$ cat src/rtl/m2m_addr_gen.sv
// Address generator for one side of a memory-to-memory transfer: loadable base,
// length, stride, circular mode, abort, and Busy/Last/Done status.
module m2m_addr_gen #(
  parameter int ADDR_W = 3,
  parameter int CNT_W  = 4
) (
  input  logic              clock,
  input  logic              Reset,
  input  logic              Start,
  input  logic [ADDR_W-1:0] BaseAddr,
  input  logic [CNT_W-1:0]  Len,
  input  logic [ADDR_W-1:0] Stride,
  input  logic              Wrap,
  input  logic              Inc,
  input  logic              Abort,
  output logic [ADDR_W-1:0] Addr,
  output logic [CNT_W-1:0]  Count,
  output logic              Busy,
  output logic              Last,
  output logic              Done
);

  typedef enum logic [1:0] {
    S_IDLE = 2'd0,
    S_RUN  = 2'd1,
    S_DONE = 2'd2
  } state_t;

  localparam logic [CNT_W-1:0]  CNT_ZERO  = {CNT_W{1'b0}};
  localparam logic [CNT_W-1:0]  CNT_ONE   = {{(CNT_W-1){1'b0}}, 1'b1};
  localparam logic [ADDR_W-1:0] ADDR_ZERO = {ADDR_W{1'b0}};

  state_t            state_q, state_d;
  logic [ADDR_W-1:0] addr_q, addr_d;
  logic [CNT_W-1:0]  cnt_q, cnt_d;
  logic [ADDR_W-1:0] base_q, base_d;
  logic [CNT_W-1:0]  len_q, len_d;
  logic [ADDR_W-1:0] stride_q, stride_d;
  logic              wrap_q, wrap_d;
  logic              last_s;

  // len_q is never zero while in RUN, so len_q-1 cannot underflow there.
  assign last_s = (state_q == S_RUN) && (cnt_q == (len_q - CNT_ONE));

  // Next-state and datapath update; Abort takes priority over Inc in RUN.
  always_comb begin
    state_d  = state_q;
    addr_d   = addr_q;
    cnt_d    = cnt_q;
    base_d   = base_q;
    len_d    = len_q;
    stride_d = stride_q;
    wrap_d   = wrap_q;
    case (state_q)
      S_IDLE: begin
        if (Start) begin
          if (Len != CNT_ZERO) begin
            base_d   = BaseAddr;
            len_d    = Len;
            stride_d = Stride;
            wrap_d   = Wrap;
            addr_d   = BaseAddr;
            cnt_d    = CNT_ZERO;
            state_d  = S_RUN;
          end else begin
            state_d = S_DONE;
          end
        end else begin
          state_d = S_IDLE;
        end
      end
      S_RUN: begin
        if (Abort) begin
          state_d = S_IDLE;
        end else if (Inc) begin
          if (!last_s) begin
            addr_d = addr_q + stride_q;
            cnt_d  = cnt_q + CNT_ONE;
          end else if (wrap_q) begin
            addr_d = base_q;
            cnt_d  = CNT_ZERO;
          end else begin
            state_d = S_DONE;
          end
        end else begin
          state_d = S_RUN;
        end
      end
      S_DONE: begin
        state_d = S_IDLE;
      end
      default: begin
        state_d = S_IDLE;
      end
    endcase
  end

  // State and datapath registers, cleared asynchronously.
  always_ff @(posedge clock or posedge Reset) begin
    if (Reset) begin
      state_q  <= S_IDLE;
      addr_q   <= ADDR_ZERO;
      cnt_q    <= CNT_ZERO;
      base_q   <= ADDR_ZERO;
      len_q    <= CNT_ZERO;
      stride_q <= ADDR_ZERO;
      wrap_q   <= 1'b0;
    end else begin
      state_q  <= state_d;
      addr_q   <= addr_d;
      cnt_q    <= cnt_d;
      base_q   <= base_d;
      len_q    <= len_d;
      stride_q <= stride_d;
      wrap_q   <= wrap_d;
    end
  end

  assign Addr  = addr_q;
  assign Count = cnt_q;
  assign Busy  = (state_q == S_RUN);
  assign Done  = (state_q == S_DONE);
  assign Last  = last_s;

endmodule

$ cat config.mk
export PLATFORM = sky130hd
export DESIGN_NAME = m2m_addr_gen
export DESIGN_NICKNAME = d
export VERILOG_FILES = /design/src/rtl/m2m_addr_gen.sv
export SDC_FILE = /design/constraint.sdc
export NUM_CORES = 1
export LEC_CHECK = 0
export BUFFER_PORTS_ARGS = -buffer_cell sky130_fd_sc_hd__buf_2
export CAP_MARGIN = 10
export CELL_PAD_IN_SITES_DETAIL_PLACEMENT = 1
export CELL_PAD_IN_SITES_GLOBAL_PLACEMENT = 1
export CORE_ASPECT_RATIO = 1.4
export CORE_MARGIN = 3
export CORE_UTILIZATION = 40
export DETAILED_ROUTE_END_ITERATION = 8
export PLACE_DENSITY = 0.88
export SYNTH_ARGS = -nofsm -noshare
export SYNTH_HDL_FRONTEND = slang
export SYNTH_SLANG_ARGS = --single-unit
$ cat constraint.sdc
create_clock -name clock -period 2.1 [get_ports clock]
set_input_delay 0.105 -clock clock [delete_from_list [all_inputs] [get_ports clock]]
set_output_delay 0.105 -clock clock [all_outputs]
set_load 0.02 [all_outputs]
# Word-level counts from Yosys, hierarchy flattened
# Index checks and enable logic that the tools add are counted.
# W data, S select, Z words.
[totals]
register_bits = 20
out_inout_bits = 10
wordCells = 48
[classes]
n_addsub = 3
n_eq_ne = 10
mux = 21
reduce_logical = 7
[ops]
columns = ["op", "count"]
rows = [
  ["$mux W4", 6],
  ["$mux W3", 6],
  ["$mux W2", 6],
  ["$ne A2 B2 Y1 const B", 4],
  ["$pmux W4 S2", 1],
  ["$pmux W3 S2", 1],
  ["$reduce_and A6 Y1", 1],
  ["$add A4 B1 Y4 const B", 1],
  ["$eq A4 B4 Y1", 1],
  ["$ne A4 B3 Y1 const B", 1],
  ["$ne A4 B4 Y1 const B", 1],
  ["$pmux W2 S2", 1],
  ["$reduce_bool A4 Y1", 1],
  ["$sub A4 B1 Y4 const B", 1],
  ["$add A3 B3 Y3", 1],
  ["$ne A3 B2 Y1 const B", 1],
  ["$reduce_and A3 Y1", 1],
  ["$eq A2 B1 Y1 const B", 1],
  ["$eq A2 B2 Y1 const B", 1],
  ["$logic_not A2 Y1", 1],
  ["$reduce_and A2 Y1", 1],
  ["$reduce_bool A2 Y1", 1],
  ["$logic_and A1 B1 Y1", 1],
]

# Depth between registers and ports, before layout
[depth]
word_depth = 7
ltp_mapped = 7

# Least setup slack after synthesis
# Ideal clock, no wire load.
[synth_timing]
path_kind = "register to register"
start = "register addr_q[0] (netlist: Addr[0])"
end = "register addr_q[2] (netlist: Addr[2])"
setup_time_ns = 0.101
arrival_ns = 1.670
slack_ns = 0.329
path_stages_with_launch = 8
n_path_buf = 0
synth_period_minus_slack_ns = 1.771
path_cell_list = "dfrtp_1 -> ha_1 -> inv_1 -> fa_1 -> xor2_1 -> a211oi_2 -> a211oi_1 -> o32ai_1"
[synth_between]
elab_chain_cells = 5
[synth_rtl]
columns = ["element", "line_no", "source"]
rows = [
  ["start: declaration", "34", "logic [ADDR_W-1:0] addr_q, addr_d;"],
  ["start signal: assignment", "110", "addr_q <= addr_d;"],
  ["$add A3 B3 Y3", "77", "addr_d = addr_q + stride_q;"],
  ["$mux W3", "76", "if (!last_s) begin"],
  ["$mux W3", "75", "end else if (Inc) begin"],
  ["$mux W3", "73", "if (Abort) begin"],
  ["$pmux W3 S2", "54", "case (state_q)"],
]
# Every way passes these cells. The select of a mux whose other input is x is not followed.
# A chain may end at the register's enable or synchronous reset.

# Worst setup path in the final report
[layout_timing]
start = "register len_q[0]"
end = "output port Last"
[layout_between]
elab_chain_cells = 3
[layout_rtl]
columns = ["element", "line_no", "source"]
rows = [
  ["start: declaration", "37", "logic [CNT_W-1:0] len_q, len_d;"],
  ["start signal: assignment", "113", "len_q <= len_d;"],
  ["$sub A4 B1 Y4", "43", "assign last_s = (state_q == S_RUN) && (cnt_q == (len_q - CNT_ONE));"],
  ["$eq A4 B4 Y1", "43", ""],
  ["$logic_and A1 B1 Y1", "43", ""],
  ["end: declaration", "19", "output logic Last,"],
]
# Every way passes these cells.

==> flow_summary.json <==
{
  "critical_path.top_delay_family": "simple AND/OR/NAND/NOR gates",
  "ant_nets": 0,
  "ys_warn_count": 0,
  "yosysSeqAreaShare": 0.429,
  "cp-start-kind": "flop",
  "netlist_top_cells_area": "dfrtp_1 (43%), mux2_2 (7.7%), inv_1 (3.5%)",
  "vias_per_cell": 5.39,
  "area_growth_pct": 21.5,
  "synth_top_area_frac": 0.429,
  "cap_violations": 0,
  "synthAdderAreaFrac": 0.0494,
  "ys_ff_latch": 20,
  "grt-ovfl-total": 0,
  "synthCells": 109,
  "period_share": 0.934,
  "cp_max_fo": 5,
  "boundaryPins": 26,
  "grt_max_degree": 21,
  "cp_slowest_cell": "dfrtp_1",
  "grt_pass1_vias": 1064,
  "antenna_found_initial": 0,
  "synth_compound_area_frac": 0.135,
  "p_leak_nw": 0.667,
  "drv_slew": 0,
  "tritoncts": "done",
  "arrival_ns": 1.86,
  "ir_drop_mv": 0.578,
  "worst-path-buf-inv": 2,
  "vias": 948,
  "max_clock_freq_mhz": 510,
  "start_util": 0.432,
  "fin_nets": 161,
  "htree_num_levels": 1,
  "max_stage_delay_ns": 0.40,
  "drtPass1Iterations": 4,
  "setup_tns_ns": 0,
  "grt_usage": 0.183,
  "routedWlPerCell_um": 16.6,
  "syn_area_per_cell_um2": 10.7,
  "clock_latency_ns": 0.30,
  "io_buffers": 25,
  "drt_iter0_markers": 22,
  "hpwl_um": 2290,
  "cp.depth": 7,
  "syn_nets": 129,
  "diodes": 0,
  "cp_data_required_time_ns": 2.00,
  "hold_viol_final": 0,
  "cts_buffer_depth": 2,
  "crit_chain": "inv_1, ha_1, xor2_2, and3_4, nand2_2, nor2_1, buf_4",
  "crit_type": "reg2out",
  "root_buffer": "clkbuf_4",
  "post-route-min-period_ns": 1.96,
  "core_um2": 2700,
  "whs_path_depth": 2,
  "powerDensity_nw_per_um2": 1530,
  "grt_first_pass_wirelength_um": 4930,
  "tightest_slew_ns": 0.782,
  "relSlewSlack": 0.478,
  "rsz0062_at_grt": "false",
  "syn_area_um2": 1170,
  "die_area_um2": 3610,
  "synthSimpleGateAreaFrac": 0.165,
  "clk_pin_slew_ns": 0.11,
  "drive_gt1_frac": 0.364,
  "synth_top_family_by_area": "simple AND/OR/NAND/NOR gates",
  "preCtsSetupSlack_ns": 0.182,
  "synth_cell_types": 41,
  "drc": 0,
  "outcome": "completed",
  "hold_class": "in2reg",
  "rows": 22,
  "p_total_w": 0.00217,
  "final_common_cell": "buf_2",
  "gp_congestion": 0.873,
  "yosys-mux-area-fraction": 0.0944,
  "drt_wl_total_um": 2910,
  "cts_buffers": 3,
  "yosysTopAreaCell": "dfrtp_1",
  "whs_ns": 0.0258,
  "die_h_um": 69.9,
  "skew_ns": 0.00104,
  "end_kind": "output port",
  "synth-xor-area-share": 0.0837,
  "die_w_um": 51.6,
  "reg2regPathDepth": 7,
  "mostFrequentLayoutCells": "buf_2 (24), dfrtp_1 (20), inv_1 (11)",
  "cts_sinks": 20,
  "setup_viol": 0,
  "fin_ws_ns": 0.138
}
state kept, by name, summed over array words and instances (netlist names):
signal / flops
state_q: 2
base_q: 3
Addr: 3
Count: 4
stride_q: 3
len_q: 4
wrap_q: 1
path summary, 6_finish.rpt:
check | start | to | slack, ns
worst max register to register | len_q[0] | Count[2] | 0.14
worst min register to register | base_q[0] | base_q[0] | 0.54
max in group asynchronous | Reset | Count[2] | 1.13
min in group asynchronous | Reset | stride_q[0] | 0.48
worst min-delay path | Wrap | wrap_q | 0.03
worst max-delay path | len_q[0] | Last | 0.14
metrics by stage:
step / cell area (um^2) / utilization / cells
2_1_floorplan: 1170 / - / 109
3_3_place_gp: 1340 / 0.495 / 169
3_5_place_dp: 1340 / 0.495 / 169
4_1_cts: 1390 / 0.516 / 175
5_1_grt: 1420 / 0.525 / 176
6_report: 1420 / 0.525 / 176
power by group:
group | internal, W | switching, W
clock | 0.000106 | 0.000119
sequential | 0.000547 | 0.000173
combinational | 0.000538 | 0.000690
cells by family (layout without fill, tap and decap cells):
group	Yosys count	after routing
buffers and inverters	13	44
XOR/XNOR	7	7
flip-flops	20	20
adder cells (fa/ha/maj)	4	4
multiplexers	10	10
AO/OA/AOI/OAI	21	21
AND/OR/NAND/NOR	34	34
worst register-to-register path: stages, from the launching register on:
cell and delay (ns):
dfrtp_1 0.40, inv_1 0.07, ha_1 0.32, xor2_2 0.16
nand3_1 0.17, nor2_4 0.08, a21o_1 0.26, a221o_1 0.38
timing repair:
item                                   in CTS  in global routing
endpoints found under the hold margin      21                  0
resized for setup                           0                  4
hold buffers                                2                  0
setup buffers                               0                  1
setup endpoints to repair                   0                  2
layer usage:
layer,global-route usage,vias up,share of wire
met3,0.0235,6,0.029
li1,-,447,-
met1,0.205,478,0.39
met5,0,-,0
met2,0.324,17,0.56
met4,0.0933,0,0.024
Yosys cell counts, drive strengths merged:
library cell,n
a221oi,1
nor4,1
nand4b,1
and3,1
o31a,1
nor3,4
nand2b,5
a211oi,3
o211ai,1
clkbuf,1
o32ai,1
nor2b,3
o22ai,1
nand3,4
inv,11
xnor3,1
mux2,8
mux2i,2
or4,1
buf,1
a22o,1
xnor2,2
a221o,1
o32a,1
a21o,2
o21ai,4
nand2,6
a31o,1
ha,3
dfrtp,20
a21boi,1
a21oi,2
nand3b,1
nor2,7
fa,1
xor2,4
final cells by class:
class	instances	area, um^2
inverter	11	41.3
sequential	20	500
clock buffer	4	36.3
tap	36	45.0
multi-input combinational	76	631
fill	328	1280
timing repair buffer	29	163
Power figures use the tool's default switching activity.
